==> config.mk <==
export PLATFORM = sky130hd
export DESIGN_NAME = distance_pair_scheduler
export DESIGN_NICKNAME = d
export VERILOG_FILES = /design/src/rtl/distance_pair_scheduler.sv
export SDC_FILE = /design/constraint.sdc
export NUM_CORES = 1
export LEC_CHECK = 0
export BUFFER_PORTS_ARGS = -buffer_cell sky130_fd_sc_hd__buf_2
export CAP_MARGIN = 20
export CORE_MARGIN = 1.5
export CORE_UTILIZATION = 50
export CTS_BUF_LIST = sky130_fd_sc_hd__clkbuf_4
export DETAILED_ROUTE_END_ITERATION = 7
export GPL_TIMING_DRIVEN = 0
export HOLD_SLACK_MARGIN = 0.1
export PLACE_DENSITY = 0.65
export SYNTH_ARGS = -nofsm -noshare
export SYNTH_HDL_FRONTEND = slang
export SYNTH_SLANG_ARGS = --single-unit
export TNS_END_PERCENT = 1
==> constraint.sdc <==
create_clock -name clk -period 30.8 [get_ports clk]
set_clock_uncertainty 0.15 [all_clocks]
set_input_delay 3.08 -clock clk [delete_from_list [all_inputs] [get_ports clk]]
set_output_delay 3.08 -clock clk [all_outputs]
set_load 0.01 [all_outputs]
==> src/rtl/distance_pair_scheduler.sv <==
// distance_pair_scheduler
//   Walks every index pair (idx1 < idx2) of one fw x fw filter window. For each
//   pair it emits {idx1, idx2, dr, dr_ok} on a valid/ready stream for the
//   redundancy table. One window configuration is processed per start pulse.
//
//   Ports
//     clk, reset           rising-edge clock, async active-high reset
//     start                1-cycle pulse, honoured only while idle; samples cfg_*
//     cfg_ow/cfg_fw/cfg_st output feature width, filter width, stride
//     busy                 high while records are being generated or drained
//     done                 1-cycle pulse after the last record is accepted
//     err                  1-cycle pulse on an illegal config (no records emitted)
//     out_valid/out_ready  record handshake
//     out_idx1/out_idx2    pair indices
//     out_dr/out_dr_ok     distance result and its validity
//     pair_cnt             records accepted since start
//
//   Build option: DIST_SKIP_INVALID_EN -- pairs with an invalid distance are
//   not emitted. The generator still spends one cycle on each skipped pair.

module distance_calculator #(
  parameter int WORD_WIDTH = 8,
  parameter int DIST_WIDTH = 7
) (
  input  logic [WORD_WIDTH-1:0] ow,
  input  logic [WORD_WIDTH-1:0] fw,
  input  logic [WORD_WIDTH-1:0] st,
  input  logic [WORD_WIDTH-1:0] idx1,
  input  logic [WORD_WIDTH-1:0] idx2,
  output logic [DIST_WIDTH-1:0] dr,
  output logic                  valid
);
  localparam int NW = 2 * WORD_WIDTH;
  localparam int FW = NW + 2;

  logic [WORD_WIDTH-1:0] fw_s, st_s, r1, c1, r2, c2, drow, qrow;
  logic signed [WORD_WIDTH:0] dcol, st_sg, qcol;
  logic [NW-1:0] prod;
  logic [FW-1:0] full;
  logic row_ok, col_ok, fits;

  always_comb begin
    // A zero divisor only occurs on configs that are rejected before use.
    fw_s  = (fw == '0) ? WORD_WIDTH'(1) : fw;
    st_s  = (st == '0) ? WORD_WIDTH'(1) : st;
    r1    = idx1 / fw_s;
    c1    = idx1 % fw_s;
    r2    = idx2 / fw_s;
    c2    = idx2 % fw_s;
    drow  = r2 - r1;
    dcol  = $signed({1'b0, c2}) - $signed({1'b0, c1});
    st_sg = $signed({1'b0, st_s});
    row_ok = (drow % st_s) == '0;
    col_ok = (dcol % st_sg) == '0;
    qrow  = drow / st_s;
    qcol  = dcol / st_sg;
    prod  = {{WORD_WIDTH{1'b0}}, qrow} * {{WORD_WIDTH{1'b0}}, ow};
    // Offset in output space: whole rows times ow plus signed column step.
    full  = {2'b00, prod} + {{(FW-WORD_WIDTH-1){qcol[WORD_WIDTH]}}, qcol};
    fits  = !full[FW-1] && (full[FW-2:DIST_WIDTH] == '0);
    valid = row_ok && col_ok && fits;
    dr    = full[DIST_WIDTH-1:0];
  end
endmodule

module distance_pair_scheduler #(
  parameter int WORD_WIDTH = 8,
  parameter int DIST_WIDTH = 7,
  parameter int MAX_C_SIZE = 128,
  parameter int CNT_WIDTH  = 14
) (
  input  logic                  clk,
  input  logic                  reset,
  input  logic                  start,
  input  logic [WORD_WIDTH-1:0] cfg_ow,
  input  logic [WORD_WIDTH-1:0] cfg_fw,
  input  logic [WORD_WIDTH-1:0] cfg_st,
  output logic                  busy,
  output logic                  done,
  output logic                  err,
  output logic                  out_valid,
  input  logic                  out_ready,
  output logic [WORD_WIDTH-1:0] out_idx1,
  output logic [WORD_WIDTH-1:0] out_idx2,
  output logic [DIST_WIDTH-1:0] out_dr,
  output logic                  out_dr_ok,
  output logic [CNT_WIDTH-1:0]  pair_cnt
);
  localparam int NW = 2 * WORD_WIDTH;

  typedef enum logic [2:0] {S_IDLE, S_CHECK, S_RUN, S_DRAIN, S_DONE} state_t;
  state_t state, state_nx;

  logic [WORD_WIDTH-1:0] ow_q, fw_q, st_q, g1, g2;
  logic [NW-1:0]         n_elems;
  logic [DIST_WIDTH-1:0] dc_dr;
  logic dc_valid, bad, last_col, last_pair, advance, load, accept;

  distance_calculator #(
    .WORD_WIDTH(WORD_WIDTH),
    .DIST_WIDTH(DIST_WIDTH)
  ) u_dc (
    .ow(ow_q), .fw(fw_q), .st(st_q),
    .idx1(g1), .idx2(g2),
    .dr(dc_dr), .valid(dc_valid)
  );

  always_comb begin
    n_elems   = {{WORD_WIDTH{1'b0}}, fw_q} * {{WORD_WIDTH{1'b0}}, fw_q};
    bad       = (fw_q == '0) || (st_q == '0) ||
                (n_elems > NW'(MAX_C_SIZE)) || (n_elems < NW'(2));
    last_col  = {{WORD_WIDTH{1'b0}}, g2} == (n_elems - NW'(1));
    last_pair = last_col && ({{WORD_WIDTH{1'b0}}, g1} == (n_elems - NW'(2)));
    accept    = out_valid && out_ready;
    advance   = (state == S_RUN) && (!out_valid || out_ready);
`ifdef DIST_SKIP_INVALID_EN
    load      = advance && dc_valid;
`else
    load      = advance;
`endif
  end

  always_comb begin
    state_nx = state;
    unique case (state)
      S_IDLE:  if (start) state_nx = S_CHECK;
      S_CHECK: state_nx = bad ? S_IDLE : S_RUN;
      S_RUN:   if (advance && last_pair) state_nx = S_DRAIN;
      // Also covers the case where nothing is pending (all pairs skipped).
      S_DRAIN: if (!out_valid || out_ready) state_nx = S_DONE;
      S_DONE:  state_nx = S_IDLE;
      default: state_nx = S_IDLE;
    endcase
  end

  assign busy = (state == S_RUN) || (state == S_DRAIN);
  assign done = (state == S_DONE);

  always_ff @(posedge clk or posedge reset) begin
    if (reset) begin
      state     <= S_IDLE;
      ow_q      <= '0;
      fw_q      <= '0;
      st_q      <= '0;
      g1        <= '0;
      g2        <= '0;
      err       <= 1'b0;
      out_valid <= 1'b0;
      out_idx1  <= '0;
      out_idx2  <= '0;
      out_dr    <= '0;
      out_dr_ok <= 1'b0;
      pair_cnt  <= '0;
    end else begin
      state <= state_nx;
      err   <= (state == S_CHECK) && bad;

      if (state == S_IDLE && start) begin
        ow_q     <= cfg_ow;
        fw_q     <= cfg_fw;
        st_q     <= cfg_st;
        g1       <= '0;
        g2       <= WORD_WIDTH'(1);
        pair_cnt <= '0;
      end else if (accept) begin
        pair_cnt <= pair_cnt + CNT_WIDTH'(1);
      end

      if (advance) begin
        if (last_col) begin
          g1 <= g1 + WORD_WIDTH'(1);
          g2 <= g1 + WORD_WIDTH'(2);
        end else begin
          g2 <= g2 + WORD_WIDTH'(1);
        end
      end

      if (load) begin
        out_valid <= 1'b1;
        out_idx1  <= g1;
        out_idx2  <= g2;
        out_dr    <= dc_dr;
        out_dr_ok <= dc_valid;
      end else if (accept) begin
        out_valid <= 1'b0;
      end
    end
  end
endmodule

==> results, run 1 <==
- The run finished with clean final reports.
- The critical register-to-register path endpoint is out_dr_ok$_DFFE_PP0P_.
- In the synthesized netlist, the number of instances is 2438.
- STA classifies the critical path startpoint as a register.
- The post-synthesis async set-or-reset flop share is 1.000.
- TritonCTS created 9 clock buffers.
- The worst hold path belongs to the class register to register.
- The count of buffers added on input and output ports is 69.
- The overall via count from detail_route is 18295.
- In this run the tightest slew margin relative to its limit is 0.2833.
- The worst register-to-register path begins at fw_q[5]$_DFFE_PP0P_.
- Of the post-synthesis cell area, the dominant cell type holds 0.2070.
- In this run the horizontal extent of the chip is 197.2 µm.
- The worst register-to-register path has a setup slack of 1.56 ns.
- The share of the clock period used by the worst path after layout is 0.9494.
- The number of nets handed over by synthesis was 2846.
- Wires add up to 54.97 mm.
- The average routed wire per standard cell is 17.79 µm.
- The worst hold path terminates at out_dr[0]$_DFFE_PP0P_.
- The number of enable flip-flop cells after synthesis is 0.
- The delay of the slowest cell on the worst path is 0.56 ns.
- The number of antenna violations at the first check in global routing is 2.
- The floorplan has 70 rows.
- The total die area is 38900 µm².
- The overall global routing resource usage is 0.2808.
- After clock tree synthesis, the clock-pin slew on the worst setup and hold paths is 0.20 ns.
- Derived from the worst setup path, the maximum achievable clock frequency is 34.20 MHz.
- Counting instances in the post-synthesis netlist gives the leading cell types as sky130_fd_sc_hd__ha_1, sky130_fd_sc_hd__nand2_1, sky130_fd_sc_hd__nor2_1, sky130_fd_sc_hd__inv_1, sky130_fd_sc_hd__o21ai_0.
- Counting cells, the worst reg-to-reg path comes to 140.
- Entering global routing, the biggest net connects 48 pins.
- After synthesis, the mean cell area works out to 7.737 µm².
- Counting the fill cells in the layout gives 3486.
- The half-perimeter wire length after detailed placement is 42.87 mm.
- The number of hold buffers added after CTS is 0.
- The synthesized design spends more area on one cell type than any other, namely sky130_fd_sc_hd__ha_1.
- The via count of the first global-routing pass is 17708.
- The most common flop cell mapped by yosys is sky130_fd_sc_hd__dfrtp_1.
- The cell count of the worst hold path is 2.
- The number of clock sinks is 83.
- The final non-filler cell total is 3090.
- The routability-driven placement congestion ratio is 0.9120.
- The startpoint identified for the worst hold timing path is out_dr[0]$_DFFE_PP0P_.
- The cell sitting at the root of the clock tree is a sky130_fd_sc_hd__clkbuf_4.
- The starting utilization of the core area is 0.5116.
- Max-cap violations in this run came to 0.
- The latest clock arrival within the worst-skew pair is 0.55 ns.
- The maximum level of the CTS H-tree is 3.
- The share of cells above drive strength 1 is 0.1316.
- Before antenna repair, the detailed router went through 7 iterations.
- The library cell contributing the largest single delay on the critical path is sky130_fd_sc_hd__or4_1.
- Along the worst path, the maximum fanout reaches 10.
- Sorting the synthesized cells by area gives the leading types as sky130_fd_sc_hd__ha_1, sky130_fd_sc_hd__dfrtp_1, sky130_fd_sc_hd__fa_1.
- The mapped cell area is 18860 µm².
- Setup violations remaining at the end of the flow were counted as 0.
- The cell that appears most often on the critical path is sky130_fd_sc_hd__o21a_1.
- The total congestion overflow is 0.
- By startpoint and endpoint, the worst setup path is classified as register to register.
- At the worst endpoint, the arrival time is 29.57 ns.
- The count of nets left with antenna violations once routing finished came out at 0.
- The distinct cell type count of the synthesized netlist is 95.
- In the post-synthesis netlist, the cell with the most instances is sky130_fd_sc_hd__ha_1.
- The first global-routing pass estimated 88.24 mm of wire.
- Of the synthesized area, sequential elements account for 0.1101.
- At the end of the flow, the number of nets in the layout was 2987.
- The I/O pin count is 70.
- The worst setup path is captured at a register.
- The minimum clock period is 29.24 ns.
- The final count of hold timing violations is 0.
- The clock passes through at most 2 buffers.
- The area growth from synthesis to final layout is 11.35%.
- The area of the core is 36870 µm².
- The data required time of the worst path is 31.13 ns.
- The TritonCTS clock tree is done.
- After detailed routing, the number of vias per cell comes to 5.921.
- The cell count after placement is 3013.
- From bottom edge to top edge, the die measures 197.2 µm.
- The count of state elements after synthesis is 83.
- For the pin with the worst max-slew slack, the measured transition is 1.067 ns.
- The number of design-rule violations left by the first detailed-router iteration is 1210.
- The post-route DRC violation count is 0.
- The number of max-slew violations in the final report is 0.
- The total of warnings raised by yosys is 0.
==> metrics by stage <==
step | setup TNS (ns) | utilization | hold WS [ns] | setup WS, ns | area (µm²)
after floorplan | 0 | - | 0.3116 | 1.809 | 18860
after global placement | -10.76 | 0.5380 | 0.3086 | -3.703 | 19840
after detailed placement | -16.42 | 0.5396 | 0.3086 | -4.484 | 19900
after CTS | 0 | 0.5505 | 0.3528 | 0.03216 | 20300
after global routing | -0.1619 | 0.5696 | 0.3707 | -0.1619 | 21000
final | 0 | 0.5696 | 0.3449 | 1.557 | 21000
==> per-layer routing <==
layer / wire, µm / GRT usage
met4: 1367 / 0.08821
met2: 25290 / 0.4729
met5: 0 / 0
met3: 3076 / 0.03756
met1: 25230 / 0.3711
==> how the worst max path moves through the flow <==
| stage | from | cells after the start | endpoint | slack (ns) |
|---|---|---|---|---|
| 2_1_floorplan | fw_q[6]$_DFFE_PP0P_ | 138 | out_dr_ok$_DFFE_PP0P_ | 1.81 |
| 3_3_place_gp | fw_q[1]$_DFFE_PP0P_ | 138 | out_dr_ok$_DFFE_PP0P_ | -3.70 |
| 3_5_place_dp | fw_q[1]$_DFFE_PP0P_ | 138 | out_dr_ok$_DFFE_PP0P_ | -4.48 |
| 4_1_cts | fw_q[5]$_DFFE_PP0P_ | 139 | out_dr_ok$_DFFE_PP0P_ | 0.03 |
| 5_1_grt | fw_q[5]$_DFFE_PP0P_ | 139 | out_dr_ok$_DFFE_PP0P_ | -0.16 |
| 6_report | fw_q[5]$_DFFE_PP0P_ | 140 | out_dr_ok$_DFFE_PP0P_ | 1.56 |
==> sequential cells by signal (all words and copies together) (netlist names) <==
| register | flops |
|---|---|
| out_dr | 7 |
| out_idx1 | 8 |
| fw_q | 8 |
| out_idx2 | 8 |
| ow_q | 8 |
| err | 1 |
| out_dr_ok | 1 |
| st_q | 8 |
| g2 | 8 |
| g1 | 8 |
| state | 3 |
| pair_cnt | 14 |
| out_valid | 1 |
==> cell type report <==
| class | count | area (µm²) | share of cell area |
|---|---|---|---|
| Timing Repair Buffer | 135 | 904.6 | 0.04307 |
| Inverter | 198 | 749.5 | 0.03568 |
| Multi-Input combinational cell | 2076 | 16140 | 0.7685 |
| Antenna cell | 2 | 5.005 | 0.0002383 |
| Clock inverter | 7 | 76.32 | 0.003634 |
| Buffer | 76 | 352.8 | 0.01680 |
| Sequential cell | 83 | 2077 | 0.09889 |
| Tap cell | 504 | 630.6 | 0.03002 |
| Clock buffer | 9 | 67.56 | 0.003217 |
==> layout by cell type (no fill, tap or decap), types with 14 or more instances in the layout <==
master                     count
sky130_fd_sc_hd__a21o_1       42
sky130_fd_sc_hd__xnor2_1     108
sky130_fd_sc_hd__buf_2        72
sky130_fd_sc_hd__o211ai_1     24
sky130_fd_sc_hd__dfrtp_1      83
sky130_fd_sc_hd__nand2b_1     35
sky130_fd_sc_hd__o31ai_1      18
sky130_fd_sc_hd__nor3_1       87
sky130_fd_sc_hd__buf_4        68
sky130_fd_sc_hd__clkbuf_1     48
sky130_fd_sc_hd__o21ai_1      17
sky130_fd_sc_hd__and2_1       31
sky130_fd_sc_hd__inv_1       189
sky130_fd_sc_hd__mux2i_1      18
sky130_fd_sc_hd__nand4_1      26
sky130_fd_sc_hd__mux2_2       58
sky130_fd_sc_hd__xor2_1       59
sky130_fd_sc_hd__nor2_1      194
sky130_fd_sc_hd__a21oi_1     109
sky130_fd_sc_hd__nand2_1     272
sky130_fd_sc_hd__o21a_1       89
sky130_fd_sc_hd__o21ai_0     118
sky130_fd_sc_hd__a31oi_1      16
sky130_fd_sc_hd__fa_1         68
sky130_fd_sc_hd__nor2b_1      38
sky130_fd_sc_hd__ha_1        308
sky130_fd_sc_hd__clkbuf_4     14
sky130_fd_sc_hd__or2_2        16
sky130_fd_sc_hd__and3_1       15
sky130_fd_sc_hd__or3_1        18
sky130_fd_sc_hd__nand3_1      45
==> what timing repair did <==
item,in CTS,in global routing
endpoints found under the setup margin,8,6
resized for setup,39,89
pin swaps,7,34
cloned,0,0
setup buffers,16,45
endpoints found under the hold margin,0,0
==> kinds of logic (layout without fill, tap and decap cells) <==
group                    Yosys count  after routing  share of synthesized area
AO/OA/AOI/OAI                    592            592                     0.2072
XOR/XNOR                         171            171                    0.07980
adder cells (fa/ha/maj)          380            380                     0.2791
buffers and inverters            279            425                    0.05711
flip-flops                        83             83                     0.1101
multiplexers                      83             83                    0.04849
other                              0              2                          0
AND/OR/NAND/NOR                  850            850                     0.2182
==> worst max-delay path, delay by kind of cell (launching register included) <==
| kind | cells | cell delay, ns |
|---|---|---|
| simple gates | 27 | 4.20 |
| xor+xnor | 2 | 0.46 |
| mux | 6 | 2.06 |
| flops | 1 | 0.43 |
| buf+inv | 11 | 1.66 |
| compound gates | 71 | 12.68 |
| fa+ha+maj | 23 | 7.52 |
Power of run 1 is left out: the tool's default activity adds up to more than one toggle a clock period on the data nets, which glitch-free logic cannot reach.
==> inputs of run 2 (changes only) <==
--- a/config.mk
+++ b/config.mk
@@ -7,7 +7,6 @@
 export LEC_CHECK = 0
 export BUFFER_PORTS_ARGS = -buffer_cell sky130_fd_sc_hd__buf_2
 export CAP_MARGIN = 20
-export CORE_MARGIN = 1.5
 export CORE_UTILIZATION = 50
 export CTS_BUF_LIST = sky130_fd_sc_hd__clkbuf_4
 export DETAILED_ROUTE_END_ITERATION = 7
==> run 2 against run 1 <==
Against the previous run:
- sequential cell count unchanged
- register-to-register slack better by 0.02 ns
- fmax about the same
- die area down 1.0%
- sequential share of layout area about the same
- via count down 0.98%
- routed wire length down 0.57%
- global-route usage about the same
- worst hold slack about the same
==> results, run 2 (same netlist as run 1, synthesis figures left out) <==
- The worst slack on hold paths is 0.3446 ns (-0.0002710 ns).
- The average routed wire per standard cell is 17.70 µm (-0.51%).
- The cell type with the highest occurrence count on the critical path is sky130_fd_sc_hd__ha_1.
- The count of fill cells added during filler insertion came to 3420 (-1.9%).
- The CTS clock-pin slew for the worst setup and hold paths is 0.19 ns (about the same).
- The final non-filler cell total was 3088 (-0.065%).
- The area growth from synthesis to final layout is 11.92%.
- The post-route DRC violation count came to 0 (unchanged).
- The critical path ends at out_dr_ok$_DFFE_PP0P_.
- The setup slack of the most critical reg-to-reg path was 1.58 ns (+0.02 ns).
- The starting utilization of the core area is 0.5116 (unchanged).
- The number of design-rule violations left by the first detailed-router iteration is 1232 (+1.8%).
- The number of clock sinks is 83 (unchanged).
- Counting flops per register, the top entry is pair_cnt.
- The most common cell after layout, fill and taps aside is sky130_fd_sc_hd__ha_1.
- The area of the core is 36870 µm² (unchanged).
- The data arrival at the endpoint of the critical path is 29.54 ns (-0.03 ns).
- The number of flip-flops under the largest register name was 14 (unchanged).
- The delay of the slowest cell on the worst path is 0.57 ns (about the same).
- The cell count after placement is 3014 (+0.033%).
- The critical path in this run is classified as register to register.
- The y dimension of the die came to 196.2 µm (-0.51%).
- The site row count came to 70 (unchanged).
- The top achievable clock speed is 34.22 MHz (about the same).
- The number of port buffers is 69 (unchanged).
- TritonCTS built the clock tree.
- The worst hold path belongs to the class register to register.
- The routed via count divided by cell count is 5.866 (-0.92%).
- The headroom to the max-slew limit is 0.2626 (-0.02070).
- The detailed-routing iteration count for the pre-antenna-repair pass is 5 (-2).
- The via count of the first global-routing pass is 17472 (-1.3%).
- The share of cells above drive strength 1 is 0.1355 (+0.003922).
- The pin count of the biggest net entering global routing was 64 (+33%).
- The number of max-slew violations in the final report is 0 (unchanged).
- The logic depth of the worst register-to-register path is 139 (-0.71%).
- The worst setup path is captured at a register.
- The final count of hold timing violations was 0 (unchanged).
- The number of nets with antenna violations after routing came to 0 (unchanged).
- Tracing the worst setup path back leads to its startpoint at fw_q[7]$_DFFE_PP0P_.
- The reported max-cap violation count is 0 (unchanged).
- The overall via count from detail_route is 18115 (-0.98%).
- The number of nets in the final layout is 2986 (-0.033%).
- The die outline width is 196.2 µm (-0.51%).
- The number of antenna violations at the first check in global routing was 1 (-1).
- The minimum clock period is 29.22 ns (-0.01772 ns).
- The worst register-to-register path begins at fw_q[7]$_DFFE_PP0P_.
- The worst register-to-register path ends at out_dr_ok$_DFFE_PP0P_.
- The flow ran to the end, and the final reports show no timing, DRC or antenna violations.
- The actual transition at the worst max-transition pin is 1.106 ns (+0.03926 ns).
- The I/O pin count was 70 (unchanged).
- The tree is rooted in a sky130_fd_sc_hd__clkbuf_4.
- The wire length of the first global-routing pass came to 88.04 mm (-0.23%).
- The data required time of the worst path is 31.11 ns (-0.02 ns).
- The total detailed-routing wirelength came to 54.65 mm (-0.57%).
- The setup TNS was 0 ns (unchanged).
- The slowest stage of the critical path belongs to the cell sky130_fd_sc_hd__fa_1.
- The total of endpoints with negative setup slack in the final report is 0 (unchanged).
- The share of the clock period used by the worst path after layout is 0.9489 (about the same).
- The maximum level of the CTS H-tree is 3 (unchanged).
- The number of buffers created by CTS came to 9 (unchanged).
- The startpoint class of the critical path is a register.
- The deepest clock path buffer count came to 2 (unchanged).
- The worst-path maximum fanout came to 10 (unchanged).
- The area taken by flip-flops and latches came to 2078 µm² (about the same).
- The routability-driven placement congestion ratio was 0.9226 (+1.2%).
- The total congestion overflow is 0 (unchanged).
- The half-perimeter wire length after detailed placement was 42.68 mm (-0.43%).
- The overall global routing resource usage is 0.2808 (about the same).
- The latest clock arrival within the worst-skew pair came to 0.53 ns (-0.02 ns).
- The number of hold buffers added after CTS came to 0 (unchanged).
- The library cells used most frequently in the layout, excluding fill and tap cells, are sky130_fd_sc_hd__ha_1, sky130_fd_sc_hd__nand2_1, sky130_fd_sc_hd__nor2_1.
- The final design utilization was 0.5725 (+0.002918).
- The total die area is 38510 µm² (-1.0%).
- The multi-input combinational cell area is 16230 µm² (+0.54%).
run 2: cell count changes in the layout (fill, tap and decap cells not counted), moves of 2 or more:
cell                       before  now
sky130_fd_sc_hd__o21ai_0      118  120
sky130_fd_sc_hd__buf_4         68   66
sky130_fd_sc_hd__ha_1         308  304
sky130_fd_sc_hd__ha_2           2    5
sky130_fd_sc_hd__clkbuf_4      14   11
sky130_fd_sc_hd__buf_16         2    5
sky130_fd_sc_hd__a21oi_1      109  104
sky130_fd_sc_hd__a21boi_1       3    0
sky130_fd_sc_hd__a21boi_0       6    8
sky130_fd_sc_hd__a21oi_2        9   14
sky130_fd_sc_hd__buf_2         72   75
sky130_fd_sc_hd__inv_6          1    3
run 2: through the flow:
stage / instance area, µm² / setup WS (ns)
after floorplan: 18860 / 1.809
after global placement: 19840 / -3.628
after detailed placement: 19930 / -4.281
after CTS: 20320 / 0.07847
after global routing: 21110 / -0.1945
final: 21110 / 1.575
run 2: critical path, delay by kind of cell, from the launching register on:
kind,cells,cell delay (ns)
AO/OA/AOI/OAI,67,12.08
XOR/XNOR,3,0.46
adder cells (fa/ha/maj),23,7.62
buffers and inverters,16,2.32
flip-flops,1,0.39
multiplexers,7,2.39
AND/OR/NAND/NOR,23,3.77
run 2: repair_timing:
| action | 4_1_cts | 5_1_grt |
|---|---|---|
| buffers inserted | 14 | 46 |
| endpoints found under the setup margin | 8 | 7 |
| pin swaps | 7 | 32 |
| resized for setup | 42 | 94 |
run 2: per-layer routing:
| layer | part of all wire | track usage | vias up | routed length [µm] |
|---|---|---|---|---|
| met5 | 0 | 0 | - | 0 |
| met4 | 0.017 | 0.06163 | 0 | 937 |
| met3 | 0.056 | 0.02510 | 63 | 3044 |
| met2 | 0.47 | 0.4811 | 463 | 25780 |
| met1 | 0.46 | 0.3818 | 8630 | 24890 |
| li1 | - | - | 8959 | - |
run 2: layout make-up:
cell class,count,area share
plain buffers,76,0.01648
clock inverters,7,0.003497
diodes,1,0.0001185
multi-input cells,2076,0.7687
well taps,504,0.02987
repair buffers,134,0.04421
inverters,198,0.03550
flip-flops and latches,83,0.09844
clock buffers,9,0.003200
run 2: worst min path at each step:
| stage | start | slack (ns) | cells after the start | end |
|---|---|---|---|---|
| floorplan | st_q[0]$_DFFE_PP0P_ | 0.31 | 2 | st_q[0]$_DFFE_PP0P_ |
| global placement | out_dr[0]$_DFFE_PP0P_ | 0.31 | 2 | out_dr[0]$_DFFE_PP0P_ |
| detailed placement | out_idx2[2]$_DFFE_PP0P_ | 0.31 | 2 | out_idx2[2]$_DFFE_PP0P_ |
| CTS | out_idx2[2]$_DFFE_PP0P_ | 0.35 | 2 | out_idx2[2]$_DFFE_PP0P_ |
| global route | out_idx2[3]$_DFFE_PP0P_ | 0.38 | 2 | out_idx2[3]$_DFFE_PP0P_ |
| finish | out_idx2[2]$_DFFE_PP0P_ | 0.34 | 2 | out_idx2[2]$_DFFE_PP0P_ |
Power of run 2 is left out for the same reason.
